### src/rtl/ctr_pkg.sv
// ============================================================================
//  Package : ctr_pkg
//  Purpose : Shared constants and helpers for the prescaled up/down counter.
//            DIR_UP / DIR_DOWN encode the 'dir' input. clog2_min1 sizes
//            the prescaler so that DIV=1 still gets a 1-bit register.
//  Rev     : 1.0  initial release
// ============================================================================
`default_nettype none

package ctr_pkg;

  localparam logic DIR_UP   = 1'b1;
  localparam logic DIR_DOWN = 1'b0;

  // Ceiling log2 with a floor of 1, so no register ever ends up zero width.
  function automatic int clog2_min1(input int value);
    int result;
    result = 0;
    while ((64'd1 << result) < 64'(value)) begin
      result = result + 1;
    end
    if (result < 1) begin
      result = 1;
    end
    return result;
  endfunction

endpackage : ctr_pkg

`default_nettype wire

### src/rtl/counter_presc_ud_tick_gen.sv
// ============================================================================
//  Module  : tick_gen
//  Purpose : Clock-enable prescaler. Counts enabled clk cycles and raises a
//            one-cycle strobe on the cycle whose edge rolls the prescaler
//            over (phase DIV-1). The strobe is combinational so the parent
//            can step its counter on that same edge and register the
//            visible tick alongside the new count.
//  Ports   : clk     in  system clock
//            rstn    in  synchronous reset, active low
//            en      in  advance the prescaler
//            restart in  return the prescaler to phase 0 (clear/load)
//            tick    out rollover strobe, valid for the current edge
//  Rev     : 1.0  initial release
// ============================================================================
`default_nettype none

module tick_gen
  import ctr_pkg::*;
#(
  parameter int DIV = 1048576,
  parameter int PW  = clog2_min1(DIV)
) (
  input  logic clk,
  input  logic rstn,
  input  logic en,
  input  logic restart,
  output logic tick
);

  localparam logic [PW-1:0] LAST = PW'(DIV - 1);

  logic [PW-1:0] p;
  logic          at_last;

  assign at_last = (p == LAST);
  // Restart wins over a rollover landing on the same edge.
  assign tick    = en & at_last & ~restart;

  always_ff @(posedge clk) begin
    if (!rstn) begin
      p <= '0;
    end else if (restart) begin
      p <= '0;
    end else if (en) begin
      if (at_last) begin
        p <= '0;
      end else begin
        p <= p + 1'b1;
      end
    end
  end

endmodule : tick_gen

`default_nettype wire

### src/rtl/counter_presc_ud.sv
// ============================================================================
//  Module  : counter_presc_ud
//  Purpose : W-bit up/down counter bounded by MAX_VAL, stepped once every
//            DIV enabled clk cycles, with synchronous clear and load and a
//            registered terminal-count pulse.
//  Ports   : clk       in  system clock
//            rstn      in  synchronous reset, active low
//            en        in  count enable (prescaler and counter)
//            dir       in  1 = up, 0 = down (sampled on stepping edges)
//            clr       in  clear counter and prescaler
//            load      in  load load_val (clamped to MAX_VAL)
//            load_val  in  value to load
//            data      out current count
//            tick      out one cycle high after each prescaler rollover
//            tc        out one cycle high after each wrap/saturating hit
//  Config  : CTR_SATURATE_EN defined -> hold at the bound instead of wrap.
//  Rev     : 1.0  initial release
// ============================================================================
`default_nettype none

module counter_presc_ud
  import ctr_pkg::*;
#(
  parameter int W       = 9,
  parameter int DIV     = 1048576,
  parameter int MAX_VAL = 2**W - 1
) (
  input  logic         clk,
  input  logic         rstn,
  input  logic         en,
  input  logic         dir,
  input  logic         clr,
  input  logic         load,
  input  logic [W-1:0] load_val,
  output logic [W-1:0] data,
  output logic         tick,
  output logic         tc
);

  localparam int          PW    = clog2_min1(DIV);
  localparam logic [W-1:0] TOP  = W'(MAX_VAL);

  logic         step;
  logic [W-1:0] load_clamped;

  tick_gen #(
    .DIV (DIV),
    .PW  (PW)
  ) u_tick_gen (
    .clk     (clk),
    .rstn    (rstn),
    .en      (en),
    .restart (clr | load),
    .tick    (step)
  );

  assign load_clamped = (load_val > TOP) ? TOP : load_val;

  always_ff @(posedge clk) begin
    if (!rstn) begin
      data <= '0;
      tick <= 1'b0;
      tc   <= 1'b0;
    end else if (clr) begin
      data <= '0;
      tick <= 1'b0;
      tc   <= 1'b0;
    end else if (load) begin
      data <= load_clamped;
      tick <= 1'b0;
      tc   <= 1'b0;
    end else begin
      // step is already gated by en inside the prescaler.
      tick <= step;
      tc   <= 1'b0;
      if (step) begin
        if (dir == DIR_UP) begin
          if (data == TOP) begin
`ifdef CTR_SATURATE_EN
            data <= TOP;
`else
            data <= '0;
`endif
            tc   <= 1'b1;
          end else begin
            data <= data + 1'b1;
          end
        end else begin
          if (data == '0) begin
`ifdef CTR_SATURATE_EN
            data <= '0;
`else
            data <= TOP;
`endif
            tc   <= 1'b1;
          end else begin
            data <= data - 1'b1;
          end
        end
      end
    end
  end

endmodule : counter_presc_ud

`default_nettype wire

### config.mk
export PLATFORM = sky130hd
export DESIGN_NAME = counter_presc_ud
export DESIGN_NICKNAME = d
export VERILOG_FILES = /design/src/rtl/ctr_pkg.sv /design/src/rtl/counter_presc_ud_tick_gen.sv /design/src/rtl/counter_presc_ud.sv
export SDC_FILE = /design/constraint.sdc
export NUM_CORES = 1
export LEC_CHECK = 0
export BUFFER_PORTS_ARGS = -buffer_cell sky130_fd_sc_hd__buf_2
export CAP_MARGIN = 20
export CORE_MARGIN = 5
export CORE_UTILIZATION = 35
export CTS_CLUSTER_DIAMETER = 150
export DETAILED_ROUTE_END_ITERATION = 12
export GPL_TIMING_DRIVEN = 0
export SLEW_MARGIN = 20
export SYNTH_ARGS = -nofsm -noshare
export SYNTH_HDL_FRONTEND = slang
export SYNTH_SLANG_ARGS = --single-unit
### constraint.sdc
create_clock -name clk -period 5.6 [get_ports clk]
set_input_delay 0.28 -clock clk [delete_from_list [all_inputs] [get_ports clk]]
set_output_delay 0.28 -clock clk [all_outputs]
set_load 0.03 [all_outputs]
# After elaboration in Yosys (flattened, before gate mapping)
# Index checks and enable logic that the tools add are counted.
# W data, S select, Z words.
classes:
  n_reduce_logical: 6
  multipliers: 0
  n_mux: 10
  addsub: 3
  n_bitwise: 6
  order_cmp: 1
  shift: 0
  div_mod_pow: 0
  n_eq_ne: 2
op_table:
  columns: ["cell", "count"]
  rows:
  - ["$mux W9", 6]
  - ["$add A20 B1 Y20 const B", 1]
  - ["$eq A20 B20 Y1 const B", 1]
  - ["$mux W20", 1]
  - ["$add A9 B1 Y9 const B", 1]
  - ["$eq A9 B9 Y1 const B", 1]
  - ["$gt A9 B9 Y1 const B", 1]
  - ["$logic_not A9 Y1", 1]
  - ["$sub A9 B1 Y9 const B", 1]
  - ["$reduce_or A2 Y1", 2]
  - ["$reduce_or A4 Y1", 1]
  - ["$mux W1", 3]
  - ["$not A1 Y1", 3]
  - ["$reduce_or A3 Y1", 1]
  - ["$and A1 B1 Y1", 2]
  - ["$reduce_bool A2 Y1", 1]
  - ["$or A1 B1 Y1", 1]
totals:
  input_bits: 15
  n_memories: 0
  latchBits: 0
  ramBits: 0
  rom_bits: 0
  regBits: 31
  output_inout_bits: 11

# Longest topological paths before layout
depth:
  depth_word: 5
  ltp_mapped: 11
  mapped_depth_nobuf: 9

# Hierarchy
# A second synthesis with hierarchy kept.
unflattened:
  hier_cells: 236
  area_unflattened_um2: 1945.6
modules_own_cells:
  columns: ["mod", "cells_per_inst", "n_inst", "area_each_um2", "seq_area_each_um2"]
  rows:
  - ["counter_presc_ud", 123, 1, 980.9, 220.2]
  - ["tick_gen", 113, 1, 964.7, 400.4]

# Worst setup path before layout
# Ideal clock, no wire load.
synth_path:
  path_kind: "reg-to-reg"
  startpoint: "register data[3]"
  endpoint: "register data[6]"
  required_ns: 5.530
  period_less_slack_ns: 2.398
  arrival_ns: 2.328
  setup_ns: 0.070
  path_slack_ns: 3.202
  stages_incl_launch_ff: 11
  path_buffers: 2
  cell_sequence: "dfxtp_1 buf_2 and3_1 and3_1 and3_1 ha_1 nor2b_1 clkbuf_1 a221oi_1 a2111o_1 a21oi_1"
synth_via:
  elab_chain_len: 5
synth_lines:
  columns: ["element", "line", "text"]
  rows:
  - ["start: declaration", "counter_presc_ud.sv:35", "output logic [W-1:0] data,"]
  - ["start signal: assignment", "counter_presc_ud.sv:69", "data <= load_clamped;"]
  - ["start signal: assignment", "counter_presc_ud.sv:86", "data <= data + 1'b1;"]
  - ["start signal: assignment", "counter_presc_ud.sv:97", "data <= data - 1'b1;"]
  - ["$sub A9 B1 Y9 (tied with other cells)", "counter_presc_ud.sv:97", null]
  - ["$mux W9, on equally long branches", "counter_presc_ud.sv:89, counter_presc_ud.sv:78", null]
  - ["$mux W9 (*)", "counter_presc_ud.sv:77", "if (dir == DIR_UP) begin"]
  - ["$mux W9 (*)", "counter_presc_ud.sv:76", "if (step) begin"]
  - ["$mux W9 (*)", "counter_presc_ud.sv:68", "end else if (load) begin"]
# Every way passes the cells marked *; elsewhere a longest branch is shown, timed or not. The select of a mux whose other input is x is not followed.
# A chain may end at the register's enable or synchronous reset.

# Worst setup path in the final report
layout_path:
  startpoint: "register data[0]"
  endpoint: "register data[6]"
# The elaborated chain is that of the path after synthesis.

==> reports/metrics.csv <==
stage,metric,value,unit
timing,post-route-min-period,2.61,ns
pwr,internal-power,0.394,mW
worst_setup_path,worstSetupStartpoint,data[0],
timing,period_share,0.466,
detailed_routing,viasPerCell,5.21,
floorplanning,die_y,83.7,um
synth,ys_async_sr_fraction,0,
synth,synth_cells,233,
placed_design,gp_congestion,0.879,
synth,syn_area,1900,sq um
min_path,worstHoldStart,load_val[2],
detailed_routing,dr.pass1.iters,4,
worst_setup_path,crit_path_max_incr_delay,0.43,ns
timing,slew-limit-headroom,0.470,
pwr,power_density,236,nW/um^2
pwr,p_seq_frac,0.435,
pwr,p_comb_frac,0.123,
run,max_cap_viol_count,0,
worst_setup_path,worstSetupStartpointType,flip-flop,
timing,hold_viol,0,
synth,synth-seq-cells,31,
worst_setup_path,worstPathMaxFanout,9,
timing,slew_viol_final,0,
worst_setup_path,crit_buf_inv,1,
min_path,hold_class,in -> reg,
detailed_routing,wl,4600,um
worst_setup_path,r2r_slack,2.99,ns
global_route,first_global_vias,1597,
timing,fmax,0.383,GHz
synth,synth-edff-count,0,
floorplanning,die_area,7000,sq um
timing,setup-violations-final,0,
synth,yosysWarningCount,0,
worst_setup_path,worstPathCellList,ha_1 > and3_1 > and3_1 > ha_1 > nor2b_1 > clkbuf_1 > a221oi_1 > a2111o_1 > a21oi_1,
detailed_routing,drc_errors,0,
synth,syn_area_per_cell,8.16,sq um
floorplanning,ios,26,
synth,syn_nets,252,
layout,fin_util,0.427,
pwr,p_sw,0.130,mW
global_route,antenna_found_initial,0,
layout,area_delta_synth_final,16.9,%
clock_tree,cts.htree.levels,2,
clock_tree,cts_num_sinks,31,
global_route,grt_pass1_wl,7580,um
worst_setup_path,cp_top_family,compound AO/OA/AOI/OAI gates,
global_route,track_usage,0.131,
clock_tree,tritoncts,done,
worst_setup_path,critPathCaptureType,flip-flop,
clock_tree,cts_hold_buf,0,
pwr,leakage,0.865,nW
clock_tree,numCtsBuffers,5,
worst_setup_path,slowest_stage,a2111o_1,
clock_tree,cts_resized,0,
outcome,status,finished clean,
timing,hold_slack,0.284,ns
layout,layout-drive-gt1-share,0.189,
clock_tree,cts_root_buf,clkbuf_8,
pwr,finalPower,0.524,mW
clock_tree,cts.clk_slew.worst_paths,0.07,ns
pwr,p_clk_frac,0.442,
placed_design,dp_hpwl,3340,um
detailed_routing,vias,1741,
clock_tree,cts_setup_buffers,0,
clock_tree,clkLatencyLatePin,0.28,ns
floorplanning,initial_core_util,0.365,
floorplanning,core_region_area,5200,sq um
worst_setup_path,criticalPathCategory,reg -> reg,
worst_setup_path,required,5.82,ns
layout,nets,282,
timing,rsz0062_at_grt,no,
floorplanning,die_x,83.7,um
global_route,globalRouteOverflowTotal,0,
detailed_routing,drt_iter0_drc,114,
synth,synth-main-ff-cell,dfxtp_1,
pwr,p_sw_frac,0.249,
detailed_routing,final_antenna_net_count,0,
synth,yosysSeqAreaShare,0.327,
timing,tightest_slew,0.789,ns
worst_setup_path,r2r_start,data[0],
timing,tns,0,ns
floorplanning,rows,26,
layout,diodes,0,
synth,synth.distinct_cells,51,
global_route,grt_max_degree,11,
timing,fin_ws,2.99,ns
pwr,peakVddDrop,96.1,uV
placed_design,pre_cts_ws,3.08,ns
timing,clock_skew,0.00443,ns
detailed_routing,drt-wirelength-per-cell,13.8,um
worst_setup_path,arrival,2.83,ns
clock_tree,clk_path_buf_depth,2,
placed_design,io_buffers,23,
## layout make-up
type | count | area (sq um)
timing repair buffer | 23 | 115
sequential | 31 | 621
fill | 542 | 2980
multi-input combinational | 175 | 1140
inverter | 17 | 63.8
clock inverter | 2 | 35.0
clock buffer | 6 | 82.6
buffer | 10 | 72.6
tap | 70 | 87.6
## sequential cells by signal, summed over array words and instances, names as in the netlist
| name | count |
|---|---|
| data | 9 |
| tc | 1 |
| tick | 1 |
| u_tick_gen.p | 20 |
## synth_stat cells, types with 2 or more instances
master      n  area, sq um
nand4_1     8         50.1
inv_1      17         63.8
and3_1      4         25.0
o21ai_0     3         15.0
ha_1        4         50.1
nor2_1     37          139
buf_6       2         22.5
clkbuf_1    3         11.3
o2bb2ai_1   2         17.5
a221oi_1    2         17.5
xnor2_1     7         61.3
buf_2       2         10.0
a21oi_1    16         80.1
a211oi_1    5         37.5
dfxtp_1    31          621
a221o_1     4         40.0
a31o_2      2         17.5
nand2b_1    5         31.3
nor4_1      3         18.8
a31oi_1     5         31.3
nor4_2      2         25.0
buf_4       2         15.0
nor3_1      3         15.0
nand2_1    14         52.6
nand3_1    13         65.1
xor2_1     12          105
## metal layers
layer / global-route usage / wire length (um) / part of all wire / vias to the layer above
met4: 0.0482 / 57 / 0.012 / 0
met3: 0.0316 / 243 / 0.053 / 5
met5: 0 / 0 / 0 / -
met1: 0.193 / 2310 / 0.50 / 791
met2: 0.180 / 1990 / 0.43 / 53
li1: - / - / - / 892
## cell families (layout without fill, tap and decap cells)
logic type               Yosys count  count (layout)  share of synthesized area
adder cells (fa/ha/maj)            4               4                     0.0263
flip-flops                        31              31                      0.327
buffers and inverters             27              58                     0.0718
XOR/XNOR                          19              19                     0.0876
AO/OA/AOI/OAI                     50              50                      0.195
multiplexers                       1               1                    0.00527
AND/OR/NAND/NOR                  101             101                      0.288
## through the flow
stage	instance area (sq um)	std cells
2_1_floorplan	1900	233
3_3_place_gp	2100	326
3_5_place_dp	2100	326
4_1_cts	2220	334
5_1_grt	2220	334
6_report	2220	334
## cell usage in the layout, fill, tap and decap left out, types with 2 or more instances in the layout
| master | instances |
|---|---|
| clkbuf_8 | 7 |
| nand2_1 | 14 |
| nand2b_1 | 5 |
| a221o_1 | 4 |
| a21oi_1 | 16 |
| inv_1 | 17 |
| nor4_1 | 3 |
| buf_2 | 25 |
| nand4_1 | 8 |
| nand3_1 | 13 |
| o2bb2ai_1 | 2 |
| buf_6 | 2 |
| a211oi_1 | 5 |
| xnor2_1 | 7 |
| clkbuf_1 | 3 |
| a31oi_1 | 5 |
| nor3_1 | 3 |
| and3_1 | 4 |
| a221oi_1 | 2 |
| xor2_1 | 12 |
| ha_1 | 4 |
| a31o_2 | 2 |
| o21ai_0 | 3 |
| nor4_2 | 2 |
| buf_4 | 2 |
| nor2_1 | 37 |
| dfxtp_1 | 31 |
## power groups by stage
stage	Clock, mW	Sequential (mW)	Combinational, mW
5_1_grt	0.245	0.228	0.0704
2_1_floorplan	0	0.237	0.0414
4_1_cts	0.236	0.228	0.0637
3_5_place_dp	0	0.233	0.0634
3_3_place_gp	0	0.233	0.0639
6_report	0.232	0.228	0.0644
## worst paths after layout
path	cells after the start	to
max reg2reg	9	data[6]
max	9	data[6]
min reg2reg	2	u_tick_gen.p[1]
min	3	data[2]
## worst reg2reg max path, cell delays in order (launching register included)
cell	delay, ns
dfxtp_1	0.41
ha_1	0.33
and3_1	0.23
and3_1	0.19
ha_1	0.23
nor2b_1	0.12
clkbuf_1	0.33
a221oi_1	0.16
a2111o_1	0.43
a21oi_1	0.12
(Power assumes the default switching activity.)
